$ cat src/rtl/pdh_cmd_pkg.sv
// pdh_cmd_pkg: shared types, default word layout and helper functions for the
// PDH command register file and its benches.
package pdh_cmd_pkg;

    typedef enum logic [3:0] {
        CMD_NOP    = 4'd0,
        CMD_WRITE  = 4'd1,
        CMD_READ   = 4'd2,
        CMD_SET    = 4'd3,
        CMD_CLR    = 4'd4,
        CMD_STATUS = 4'd5
    } cmd_t;

    typedef enum logic [1:0] {
        ARM,
        IDLE,
        EXEC,
        WAIT_LOW
    } state_t;

    // Default GPIO word layout (WORD_W=32, CMD_W=4)
    localparam int PDH_WORD_W   = 32;
    localparam int PDH_CMD_W    = 4;
    localparam int PDH_DATA_W   = PDH_WORD_W - 2 - PDH_CMD_W;
    localparam int PDH_SRST_BIT = PDH_WORD_W - 1;
    localparam int PDH_STB_BIT  = PDH_WORD_W - 2;
    localparam int PDH_CMD_HI   = PDH_WORD_W - 3;
    localparam int PDH_ACK_BIT  = PDH_WORD_W - 1 - PDH_CMD_W;
    localparam int PDH_ERR_BIT  = PDH_ACK_BIT - 1;

    typedef struct packed {
        logic [PDH_CMD_W-1:0]  cmd;
        logic                  ack;
        logic                  err;
        logic [PDH_DATA_W-1:0] payload;
    } cb_t;

    // Build a PS->PL command word in the default layout
    function automatic logic [PDH_WORD_W-1:0] make_word(
        input logic                  srst,
        input logic                  stb,
        input logic [PDH_CMD_W-1:0]  cmd,
        input logic [PDH_DATA_W-1:0] data
    );
        return {srst, stb, cmd, data};
    endfunction

    // Split a PL->PS callback word into its fields
    function automatic cb_t parse_cb(input logic [PDH_WORD_W-1:0] w);
        return cb_t'(w);
    endfunction

endpackage

$ cat src/rtl/pdh_cmd_sync.sv
// pdh_cmd_sync: N-bit two-flop synchroniser for the PS GPIO word when the PS
// side runs on an unrelated clock.
module pdh_cmd_sync #(
    parameter int W = 32
) (
    input  logic         clk,
    input  logic         rst_ni,
    input  logic [W-1:0] d,
    output logic [W-1:0] q
);

    logic [W-1:0] meta_q;

    // Two back-to-back flops; the first may go metastable, the second settles it
    always_ff @(posedge clk or negedge rst_ni) begin
        if (!rst_ni) begin
            meta_q <= '0;
            q      <= '0;
        end else begin
            meta_q <= d;
            q      <= meta_q;
        end
    end

endmodule

$ cat src/rtl/pdh_cmd_regfile.sv
// pdh_cmd_regfile: decodes the PS->PL GPIO command word through a four-phase
// strobe/ack handshake, executes it against NUM_REGS control registers and
// returns a callback word on the PL->PS GPIO.
// Optional: define PDH_CMD_SYNC_EN to put a two-flop synchroniser in front of
// the input register (result latency grows from 2 to 4 cycles).
module pdh_cmd_regfile
    import pdh_cmd_pkg::*;
#(
    parameter int WORD_W   = 32,
    parameter int CMD_W    = 4,
    parameter int NUM_REGS = 8,
    parameter int REG_W    = 16,
    parameter int CNT_W    = 8
) (
    input  logic                      clk,
    input  logic                      rst_ni,
    input  logic [WORD_W-1:0]         axi_from_ps_i,
    output logic [WORD_W-1:0]         axi_to_ps_o,
    output logic [NUM_REGS*REG_W-1:0] regs_o,
    output logic [NUM_REGS-1:0]       reg_upd_o,
    output logic                      busy_o
);

    localparam int DATA_W  = WORD_W - 2 - CMD_W;
    localparam int ADDR_W  = $clog2(NUM_REGS);
    localparam int ACK_BIT = WORD_W - 1 - CMD_W;

    if (ADDR_W + REG_W > DATA_W) begin : g_bad_width
        $error("pdh_cmd_regfile: ADDR_W+REG_W exceeds DATA_W");
    end
    if (NUM_REGS < 2 || (1 << ADDR_W) != NUM_REGS) begin : g_bad_regs
        $error("pdh_cmd_regfile: NUM_REGS must be a power of 2, at least 2");
    end
    if (2 * CNT_W > DATA_W) begin : g_bad_cnt
        $error("pdh_cmd_regfile: status counters do not fit the payload");
    end

    // Input path: optional synchroniser, then the word_q capture register
    logic [WORD_W-1:0] word_s;
`ifdef PDH_CMD_SYNC_EN
    localparam int STAGES = 3;
    pdh_cmd_sync #(.W(WORD_W)) u_sync (
        .clk    (clk),
        .rst_ni (rst_ni),
        .d      (axi_from_ps_i),
        .q      (word_s)
    );
`else
    localparam int STAGES = 1;
    assign word_s = axi_from_ps_i;
`endif

    logic [WORD_W-1:0] word_q;
    // vld_pipe tracks how far real input has propagated since reset, so ARM
    // never mistakes the reset-zeroed pipeline for a released strobe
    logic [STAGES-1:0] vld_pipe;

    // Capture the (possibly synchronised) command word
    always_ff @(posedge clk or negedge rst_ni) begin
        if (!rst_ni) begin
            word_q   <= '0;
            vld_pipe <= '0;
        end else begin
            word_q   <= word_s;
            vld_pipe <= (vld_pipe << 1) | STAGES'(1);
        end
    end

    logic              srst_q, stb_q, word_vld;
    logic [CMD_W-1:0]  cmd_q;
    logic [DATA_W-1:0] data_q;
    assign srst_q   = word_q[WORD_W-1];
    assign stb_q    = word_q[WORD_W-2];
    assign cmd_q    = word_q[WORD_W-3 -: CMD_W];
    assign data_q   = word_q[DATA_W-1:0];
    assign word_vld = vld_pipe[STAGES-1];

    state_t                        state_q;
    logic [CMD_W-1:0]              cmd_l;
    logic [DATA_W-1:0]             data_l;
    logic [NUM_REGS-1:0][REG_W-1:0] regs_q;
    logic [NUM_REGS-1:0]           upd_q;
    logic [CNT_W-1:0]              cmd_cnt_q, err_cnt_q;
    logic [WORD_W-1:0]             cb_q;

    logic [ADDR_W-1:0] addr;
    logic [REG_W-1:0]  val;
    assign addr = data_l[DATA_W-1 -: ADDR_W];
    assign val  = data_l[REG_W-1:0];

    // Middle data bits carry no meaning for this register map
    logic unused_data;
    assign unused_data = ^data_l;

    logic [REG_W-1:0]  nxt_val;
    logic              exec_wr, exec_err;
    logic [DATA_W-1:0] payload;

    // Result of the latched command against the addressed register
    always_comb begin
        nxt_val  = regs_q[addr];
        exec_wr  = 1'b0;
        exec_err = 1'b0;
        payload  = '0;
        case (cmd_l)
            CMD_W'(CMD_NOP): ;
            CMD_W'(CMD_WRITE): begin
                nxt_val = val;
                exec_wr = 1'b1;
                payload = DATA_W'(val);
            end
            CMD_W'(CMD_READ):
                payload = DATA_W'(regs_q[addr]);
            CMD_W'(CMD_SET): begin
                nxt_val = regs_q[addr] | val;
                exec_wr = 1'b1;
                payload = DATA_W'(regs_q[addr] | val);
            end
            CMD_W'(CMD_CLR): begin
                nxt_val = regs_q[addr] & ~val;
                exec_wr = 1'b1;
                payload = DATA_W'(regs_q[addr] & ~val);
            end
            CMD_W'(CMD_STATUS):
                payload = DATA_W'({err_cnt_q, cmd_cnt_q});
            default:
                exec_err = 1'b1;
        endcase
    end

    // Handshake FSM, register bank, counters and callback; soft reset wins
    always_ff @(posedge clk or negedge rst_ni) begin
        if (!rst_ni) begin
            state_q   <= ARM;
            cmd_l     <= '0;
            data_l    <= '0;
            regs_q    <= '0;
            upd_q     <= '0;
            cmd_cnt_q <= '0;
            err_cnt_q <= '0;
            cb_q      <= '0;
        end else if (srst_q) begin
            state_q   <= ARM;
            regs_q    <= '0;
            upd_q     <= '0;
            cmd_cnt_q <= '0;
            err_cnt_q <= '0;
            cb_q      <= '0;
        end else begin
            upd_q <= '0;
            case (state_q)
                ARM: begin
                    if (word_vld && !stb_q) state_q <= IDLE;
                end
                IDLE: begin
                    if (stb_q) begin
                        cmd_l   <= cmd_q;
                        data_l  <= data_q;
                        state_q <= EXEC;
                    end
                end
                EXEC: begin
                    regs_q[addr] <= nxt_val;
                    if (exec_wr) upd_q[addr] <= 1'b1;
                    cmd_cnt_q <= cmd_cnt_q + CNT_W'(1);
                    if (exec_err && err_cnt_q != '1)
                        err_cnt_q <= err_cnt_q + CNT_W'(1);
                    cb_q    <= {cmd_l, 1'b1, exec_err, payload};
                    state_q <= WAIT_LOW;
                end
                WAIT_LOW: begin
                    if (!stb_q) begin
                        cb_q[ACK_BIT] <= 1'b0;
                        state_q       <= IDLE;
                    end
                end
                default: state_q <= ARM;
            endcase
        end
    end

    assign axi_to_ps_o = cb_q;
    assign regs_o      = regs_q;
    assign reg_upd_o   = upd_q;
    assign busy_o      = (state_q != IDLE);

endmodule

$ cat config.mk
export PLATFORM = sky130hd
export DESIGN_NAME = pdh_cmd_regfile
export DESIGN_NICKNAME = d
export VERILOG_FILES = /design/src/rtl/pdh_cmd_pkg.sv /design/src/rtl/pdh_cmd_sync.sv /design/src/rtl/pdh_cmd_regfile.sv
export SDC_FILE = /design/constraint.sdc
export NUM_CORES = 1
export LEC_CHECK = 0
export BUFFER_PORTS_ARGS = -buffer_cell sky130_fd_sc_hd__buf_2
export CORE_ASPECT_RATIO = 0.75
export CORE_UTILIZATION = 32
export DETAILED_ROUTE_END_ITERATION = 7
export PLACE_DENSITY = 0.58
export SYNTH_ARGS = -nofsm -noshare
export SYNTH_HDL_FRONTEND = slang
export SYNTH_SLANG_ARGS = --single-unit
export TNS_END_PERCENT = 5
$ cat constraint.sdc
create_clock -name clk -period 2.3 [get_ports clk]
set_input_delay 0.115 -clock clk [delete_from_list [all_inputs] [get_ports clk]]
set_output_delay 0.115 -clock clk [all_outputs]
set_load 0.03 [all_outputs]
==> results of run 1 <==
## cell usage in the layout (no fill, tap or decap), types with 11 or more instances in the layout
| cell | Yosys | final |
|---|---|---|
| dfrtp_1 | 225 | 221 |
| buf_2 | 39 | 184 |
| a22oi_1 | 135 | 135 |
| o31ai_1 | 130 | 130 |
| buf_4 | 24 | 115 |
| mux2i_1 | 47 | 47 |
| nor2_1 | 38 | 38 |
| nand2_1 | 36 | 36 |
| o21ai_0 | 36 | 36 |
| a21oi_1 | 30 | 30 |
| dlygate4sd3_1 | 0 | 26 |
| mux2_2 | 25 | 25 |
| clkbuf_16 | 0 | 25 |
| inv_1 | 16 | 16 |
| a22o_1 | 13 | 13 |
| nand2b_1 | 12 | 12 |
| o21ai_1 | 12 | 12 |
| a21oi_2 | 12 | 12 |
| o22ai_1 | 11 | 11 |
| conb_1 | 2 | 11 |
## worst paths after layout
check / from / end / slack (ps) / cells after the start
min in group clk: axi_from_ps_i[9] / word_q[9]$_DFF_PN0_ / 210 / 2
max in group asynchronous: rst_ni / cmd_l[2]$_DFFE_PN0P_ / 1440 / 3
max reg2reg: data_l[23]$_DFFE_PN0P_ / regs_o[122]$_DFFE_PN0P_ / 120 / 5
min reg2reg: word_q[12]$_DFF_PN0_ / data_l[12]$_DFFE_PN0P_ / 480 / 1
max: data_l[23]$_DFFE_PN0P_ / regs_o[122]$_DFFE_PN0P_ / 120 / 5
min: rst_ni / reg_upd_o[4]$_DFF_PN0_ / 100 / 2
## state kept, by name (all words and copies together) (netlist names)
| signal | count |
|---|---|
| state_q | 2 |
| axi_to_ps_o | 22 |
| err_cnt_q | 8 |
| cmd_cnt_q | 8 |
| regs_o | 128 |
| reg_upd_o | 8 |
| word_q | 25 |
| data_l | 19 |
| cmd_l | 4 |
| vld_pipe | 1 |
## worst register-to-register path: stages, from the launching register on
cell	delay [ps]
dfrtp_2	720
inv_1	430
o2bb2ai_1	390
a221oi_4	120
buf_12	160
o31ai_1	260
## routing by layer
metal  track usage  vias up
li1              -     4643
met1         0.358     5323
met2         0.363      640
met3        0.0579       84
met4        0.0605        0
met5             0        -
## area by class of cell
type | count | area, sq um | share of cell area
Clock buffer | 32 | 692 | 0.0465
Clock inverter | 14 | 109 | 0.00732
Inverter | 17 | 63.8 | 0.00429
Multi-Input combinational cell | 729 | 5540 | 0.372
Sequential cell | 225 | 5640 | 0.379
Tap cell | 465 | 582 | 0.0391
Timing Repair Buffer | 336 | 2260 | 0.152
## power groups by stage
stage | registers, mW | logic (mW) | clock network (mW)
final | 5.11 | 6.29 | 4.00
after global routing | 5.16 | 6.64 | 4.21
after CTS | 5.10 | 6.16 | 4.05
after detailed placement | 5.16 | 6.09 | 0
after global placement | 5.15 | 6.04 | 0
after floorplan | 4.86 | 3.99 | 0
## stage by stage
| step | utilization | cell area [sq um] | total power [mW] | setup TNS, ps | hold slack, ps |
|---|---|---|---|---|---|
| finish | 0.413 | 14900 | 15.4 | 0 | 105 |
| global placement | 0.383 | 13800 | 11.2 | 0 | 125 |
| CTS | 0.413 | 14900 | 15.3 | 0 | 140 |
| floorplan | - | 11800 | 8.85 | 0 | -181 |
| detailed placement | 0.383 | 13800 | 11.3 | -42.3 | 131 |
| global route | 0.413 | 14900 | 16.0 | 0 | 161 |
## logic make-up (layout without fill, tap and decap cells)
family,count (synthesis),after routing,synth area share
mux,72,72,0.0638
flops,225,225,0.478
simple gates,174,174,0.0895
fa+ha+maj,6,6,0.00637
other cells,2,11,0.000637
buf+inv,119,399,0.0555
xor+xnor,7,7,0.00520
compound gates,459,459,0.301
## synth_stat cells (13+ instances only)
library cell  instances
dfrtp_1             225
mux2_2               25
buf_4                24
mux2i_1              47
clkbuf_1             22
nand2_1              36
o21ai_0              36
a21oi_1              30
o31ai_1             130
nor2_1               38
buf_2                39
a22o_1               13
a22oi_1             135
inv_1                16
## repair_timing
action                                  in CTS  in global routing
buffers inserted                             2                  0
hold buffers                                26                  0
pin swaps                                    1                  0
endpoints found under the setup margin       3                 47
hold endpoints to repair                    92                  0
gates resized for setup                      0                  1
==> run summary, run 1 <==
Outcome = finished, final reports clean
Worst Setup Start Kind = register
Clk pin slew, worst setup/hold paths = 60 ps
Site Rows = 60
Mapped Cells = 1064
Core area = 36000 sq um
Total track usage = 0.245
Max-cap violation count = 0
Sequential cell fraction of total power = 0.332
Nets = 1374
Layout cell share with drive strength beyond 1 = 0.337
Critical Path Max Stage Delay = 720 ps
Pre-CTS setup slack = -23.0 ps
Num CTS Buffers = 25
DRT Wirelength = 46.6 mm
Die H = 168 um
Fillers = 3504
I/O Pins = 203
Clk_skew = 19.7 ps
Cell taking the most area after synthesis = dfrtp_1
WP data required = 2750 ps
Ranking of synthesized cells by area = dfrtp_1 (48%), a22oi_1 (8.6%), o31ai_1 (8.3%)
Max-slew violations = 0
Final hold violation count = 0
Syn-to-layout area delta = 26.2%
Cell with the largest stage delay on the worst path = dfrtp_2
# port buffers = 185
RSZ-0062 raised after global routing = no
CP Cell Sequence = inv_1 > o2bb2ai_1 > a221oi_4 > buf_12 > o31ai_1
Hold WC Path Type = in2async
Total clock sinks = 225
Netlist Area Pre-Place = 11800 sq um
DRC = 0
CP bufs+invs = 2
Chip width = 224 um
H-tree depth = 1
Comb pwr share = 0.408
Switching Fraction = 0.430
Synth cell types = 73
F_max = 0.458 GHz
Post-placement cell count = 1744
Vias per std cell = 5.88
Worst setup EP type = register
Layout Cells excl Fill = 1818
Fin crit period = 2180 ps
Initial DRC Count = 1336
DR WL/cell = 25.6 um
# setup viols final = 0
Final ANT Viol Nets = 0
Pin count of the biggest net entering global routing = 73
HPWL Detailed = 33.6 mm
First-pass GRT wire length = 68.8 mm
Avg Inst Size Synth = 11.1 sq um
Synth top area share = 0.478
CP max FO = 17
Leading register cell type out of synthesis = dfrtp_1
Critical path class = reg2reg
Family with the most delay on the worst path = compound AO/OA/AOI/OAI gates
DR top layer = met4
Starting Density = 0.327
Worst slew pin tran = 765 ps
Grt ovf = 0
CP arrival = 2630 ps
RD Place Congestion = 0.931
Wire length on met2 = 20.3 mm
#FFs+latches synth = 225
Clk root buf = clkbuf_16
Share of total power in the clock network = 0.260
Period Utilization, post-route = 0.949
Slew margin rel. = 0.489
Net Sw Power = 6.62 mW
Ys Warns = 0
Vias after detailed routing = 10700
Via count of the first global-routing pass = 10500
Diodes inserted = 0
Die area = 37600 sq um
TritonCTS clock tree = done
Internal power = 8.78 mW
Leakage = 6.59 nW
EDFF count, synth = 0
M1 WL = 20.7 mm
Post-synthesis sequential area ratio = 0.478
Worst vdd ir = 0.535 mV
DRT Pass-1 Iters = 6
Antenna violations before repair = 0
PwrDens = 1040 nW/um^2
Async SR Flop Fraction = 1.00
Worst setup margin = 118 ps
Maximum clock insertion buffer count = 3
Clk_lat worst skew = 550 ps
Wire length on met3 = 4.57 mm
(Power assumes the default switching activity.)
==> run 2: changes to the inputs <==
==> constraint.sdc (replaced) <==
create_clock -name clk -period 2.1 [get_ports clk]
set_input_delay 0.105 -clock clk [delete_from_list [all_inputs] [get_ports clk]]
set_output_delay 0.105 -clock clk [all_outputs]
set_load 0.03 [all_outputs]
==> run 2 against run 1 <==
  * Combinational power rose by 16%
  * Routed wire length up 0.31%
  * Count of clock-buffer cells in the layout up 3
  * Clock skew increased by 1.2 ps
  * Fmax up 4.7%
  * Die area unchanged
  * Flip-flop and latch count unchanged
  * Critical path depth is the same
==> run summary, run 2 (synthesis gave the netlist of run 1 again) <==
Total power = 17.0 mW
Wire length on met2 = 20.2 mm
Core area = 36000 sq um
DRT Pass-1 Iters = 5
Die H = 168 um
Worst slew pin tran = 610 ps
Critical Path Max Stage Delay = 530 ps
# port buffers = 185
H-tree depth = 1
Cell with the largest stage delay on the worst path = a211oi_4
Most common cell after layout, fill and taps aside = dfrtp_1
Clk_lat worst skew = 540 ps
Sum Neg Setup Slack = 0 ps
CP max FO = 12
Fillers = 3526
Syn-to-layout area delta = 27.9%
Critical path class = reg2reg
Pin count of the biggest net entering global routing = 58
Via count of the first global-routing pass = 10400
Period Utilization, post-route = 0.993
Worst hold margin = 70.8 ps
# setup viols final = 0
RSZ-0062 raised after global routing = yes
Worst setup margin = 15.3 ps
Chip width = 224 um
CP bufs+invs = 1
M1 WL = 21.4 mm
Family with the most delay on the worst path = compound AO/OA/AOI/OAI gates
RD Place Congestion = 0.954
Final hold violation count = 0
First-pass GRT wire length = 69.5 mm
Vias after detailed routing = 10700
Max-slew violations = 0
Wire length on met3 = 4.15 mm
Starting Density = 0.327
CP Cell Sequence = buf_12 > and2_1 > a22o_1 > a211oi_4 > o31ai_1
I/O Pins = 203
DR top layer = met4
Num CTS Buffers = 24
Vias per std cell = 5.87
Site Rows = 60
Slew margin rel. = 0.592
CP arrival = 2470 ps
Leakage = 6.67 nW
TritonCTS clock tree = done
Hold WC Path Type = in2async
Die area = 37600 sq um
DRC = 0
PwrDens = 1130 nW/um^2
Clk root buf = clkbuf_16
Pre-CTS setup slack = -11.7 ps
Commonest cells after routing, fill and taps aside = dfrtp_1 (220), buf_2 (184), a22oi_1 (134)
Clk_skew = 20.9 ps
DR WL/cell = 25.6 um
DRT Wirelength = 46.7 mm
Maximum clock insertion buffer count = 3
Nets = 1391
Antenna violations before repair = 0
Outcome = finished, final reports clean
HPWL Detailed = 33.9 mm
Max-cap violation count = 0
Worst Setup Start Kind = register
Diodes inserted = 0
F_max = 0.480 GHz
Initial DRC Count = 1204
Worst setup EP type = register
Total track usage = 0.246
Layout cell share with drive strength beyond 1 = 0.345
Total clock sinks = 225
WP data required = 2480 ps
Clk pin slew, worst setup/hold paths = 60 ps
Worst vdd ir = 0.570 mV
Max FFs per register = 128
Grt ovf = 0
Fin crit period = 2080 ps
Final ANT Viol Nets = 0
run 2: changes by cell type in the layout (fill, tap and decap cells not counted), sizes merged:
cell,delta
buf,+18
inv,-2
clkinv,-8
clkbuf,+3
run 2: area by class of cell:
type | instances | area [sq um] | area share
flip-flops and latches | 225 | 5640 | 0.374
well taps | 465 | 582 | 0.0386
multi-input cells | 729 | 5570 | 0.370
inverters | 17 | 63.8 | 0.00423
clock buffers | 35 | 703 | 0.0467
repair buffers | 354 | 2470 | 0.164
clock inverters | 4 | 45.0 | 0.00299
run 2: repair_timing:
| item | CTS | global route |
|---|---|---|
| setup endpoints to repair | 13 | 37 |
| endpoints found under the hold margin | 249 | 0 |
| hold buffers | 26 | 0 |
| gates resized for setup | 1 | 11 |
| gates cloned | 0 | 0 |
| pin swaps | 0 | 2 |
| setup buffers | 0 | 1 |
run 2: per-stage QoR:
stage / cell area (sq um) / util / cells
after global placement: 14000 / 0.389 / 1763
final: 15100 / 0.418 / 1829
after CTS: 15000 / 0.417 / 1828
after floorplan: 11800 / - / 1073
after detailed placement: 14000 / 0.389 / 1763
after global routing: 15100 / 0.418 / 1829
run 2: per-layer routing:
layer	track usage	up-vias
met1	0.362	5435
li1	-	4679
met5	0	-
met2	0.371	554
met3	0.0532	74
met4	0.0494	0
run 2: power by group:
group	leakage, nW	switching (mW)	internal [mW]
clock network	0.370	1.77	2.42
registers	3.03	0.793	4.73
logic	3.27	4.60	2.69
run 2: worst paths after layout:
path	start	to	slack, ps	cells past startpoint
min	rst_ni	regs_o[27]$_DFFE_PN0P_	70	2
max reg2reg	data_l[25]$_DFFE_PN0P_	regs_o[50]$_DFFE_PN0P_	20	5
min in group clk	axi_from_ps_i[10]	word_q[10]$_DFF_PN0_	200	2
max	data_l[25]$_DFFE_PN0P_	regs_o[50]$_DFFE_PN0P_	20	5
min reg2reg	word_q[27]$_DFF_PN0_	cmd_l[1]$_DFFE_PN0P_	470	1
max in group asynchronous	rst_ni	regs_o[64]$_DFFE_PN0P_	1240	3
==> run 3: changes to the inputs <==
--- a/config.mk
+++ b/config.mk
@@ -6,10 +6,12 @@
 export NUM_CORES = 1
 export LEC_CHECK = 0
 export BUFFER_PORTS_ARGS = -buffer_cell sky130_fd_sc_hd__buf_2
+export CELL_PAD_IN_SITES_DETAIL_PLACEMENT = 1
+export CELL_PAD_IN_SITES_GLOBAL_PLACEMENT = 1
 export CORE_ASPECT_RATIO = 0.75
 export CORE_UTILIZATION = 32
 export DETAILED_ROUTE_END_ITERATION = 7
-export PLACE_DENSITY = 0.58
+export PLACE_DENSITY = 0.69
 export SYNTH_ARGS = -nofsm -noshare
 export SYNTH_HDL_FRONTEND = slang
 export SYNTH_SLANG_ARGS = --single-unit
==> run 3 against run 2 <==
  * Hold slack improved by 59 ps
  * Combinational power rose by 6.3%
  * Clock skew fell by 9.3 ps
  * Die area did not move
  * Count of clock-buffer cells in the layout fell by 1
  * Largest power group unchanged
  * Highest routed layer unchanged
==> run summary, run 3 (synthesis gave the netlist of run 1 again) <==
Chip width = 224 um
DRC = 0
Grt ovf = 0
Clk root buf = clkbuf_16
TritonCTS clock tree = done
Final ANT Viol Nets = 0
First-pass GRT wire length = 74.4 mm
# setup viols final = 0
Worst Setup Start Kind = register
Pre-CTS setup slack = -49.0 ps
HPWL Detailed = 35.8 mm
Total track usage = 0.264
Vias after detailed routing = 11200
Most common cell after layout, fill and taps aside = dfrtp_1
Outcome = finished, final reports clean
RSZ-0062 raised after global routing = yes
Worst setup margin = 26.7 ps
CP max FO = 12
Vias per std cell = 6.02
Slew margin rel. = 0.473
RD Place Congestion = 0.916
Layout cell share with drive strength beyond 1 = 0.355
M1 GR Usage = 0.378
Core area = 36000 sq um
Max FFs per register = 128
Clk_lat worst skew = 540 ps
Met2 Track Usage GR = 0.396
Commonest cells after routing, fill and taps aside = dfrtp_1 (220), buf_2 (184), a22oi_1 (135), buf_4 (135), o31ai_1 (130)
Antenna violations before repair = 0
Via count of the first global-routing pass = 11400
Initial DRC Count = 1405
Critical path class = reg2reg
F_max = 0.482 GHz
Finished Core Util = 0.428
Max-slew violations = 0
Clk pin slew, worst setup/hold paths = 60 ps
Nets = 1409
Max-cap violation count = 0
Gr busiest metal = met2
Final hold violation count = 0
Clk_skew = 11.6 ps
H-tree depth = 1
PwrDens = 1160 nW/um^2
Syn-to-layout area delta = 31.0%
Hold WC Path Type = in2async
Site Rows = 60
Total clock sinks = 225
Period Utilization, post-route = 0.987
Met3 Resource Use GR = 0.0560
Worst vdd ir = 0.597 mV
Maximum clock insertion buffer count = 3
Fin crit period = 2070 ps
DRT Pass-1 Iters = 8
Worst setup EP type = register
Leakage = 6.85 nW
Worst slew pin tran = 787 ps
CP arrival = 2500 ps
Pin count of the biggest net entering global routing = 71
DR WL/cell = 27.3 um
Num CTS Buffers = 25
# port buffers = 185
Starting Density = 0.327
I/O Pins = 203
DRT Wirelength = 50.5 mm
Die area = 37600 sq um
Die H = 168 um
WP data required = 2520 ps
==> run 3: per-layer routing <==
layer | part of all wire | vias to the layer above | wire (um)
met5 | 0 | - | 0
met4 | 0.035 | 0 | 1770
met3 | 0.095 | 142 | 4820
met2 | 0.44 | 622 | 22000
met1 | 0.43 | 5671 | 21900
li1 | - | 4720 | -
==> run 3: area by class of cell <==
cell class	instances	area (sq um)
Antenna cell	1	2.50
Timing Repair Buffer	371	2700
Tap cell	465	582
Fill cell	3972	20600
Clock buffer	34	709
Clock inverter	10	153
Sequential cell	225	5640
Inverter	17	63.8
Multi-Input combinational cell	729	5590
==> run 3: path summary, 6_finish.rpt <==
path	end	slack, ps	cells past startpoint	from
min	reg_upd_o[7]$_DFF_PN0_	130	2	rst_ni
min reg2reg	axi_to_ps_o[5]$_DFFE_PN0P_	480	2	axi_to_ps_o[5]$_DFFE_PN0P_
max in group asynchronous	regs_o[17]$_DFFE_PN0P_	1270	3	rst_ni
max	regs_o[2]$_DFFE_PN0P_	30	9	state_q[0]$_DFFE_PN0P_
max reg2reg	regs_o[2]$_DFFE_PN0P_	30	9	state_q[0]$_DFFE_PN0P_
min in group clk	word_q[12]$_DFF_PN0_	200	2	axi_from_ps_i[12]
==> run 3: what timing repair did <==
action,in CTS,in global routing
setup buffers,0,15
setup endpoints to repair,7,72
cloned,0,1
resized for setup,1,14
hold endpoints to repair,110,0
hold buffers,26,0
pin swaps,0,7
==> run 3: power by group <==
part	switching, mW	internal (mW)
clock	1.91	2.84
sequential	0.744	4.73
combinational	4.84	2.91
==> run 3: worst max-delay path: stages, from the launching register on <==
cell	delay [ps]
dfrtp_1	380
inv_1	120
ha_4	170
buf_12	140
or3b_4	450
nor3_4	220
buf_4	160
buf_6	120
a22oi_1	100
o31ai_1	100
==> run 3: per-stage QoR <==
step / cells / TNS (ps) / hold slack, ps / instance area [sq um] / power, mW
floorplan: 1073 / 0 / -191 / 11800 / 9.69
global placement: 1765 / 0 / 128 / 14100 / 12.5
detailed placement: 1765 / -145 / 132 / 14100 / 12.8
CTS: 1835 / 0 / 146 / 15200 / 17.6
global route: 1851 / -429 / 161 / 15400 / 18.6
finish: 1852 / 0 / 130 / 15400 / 18.0
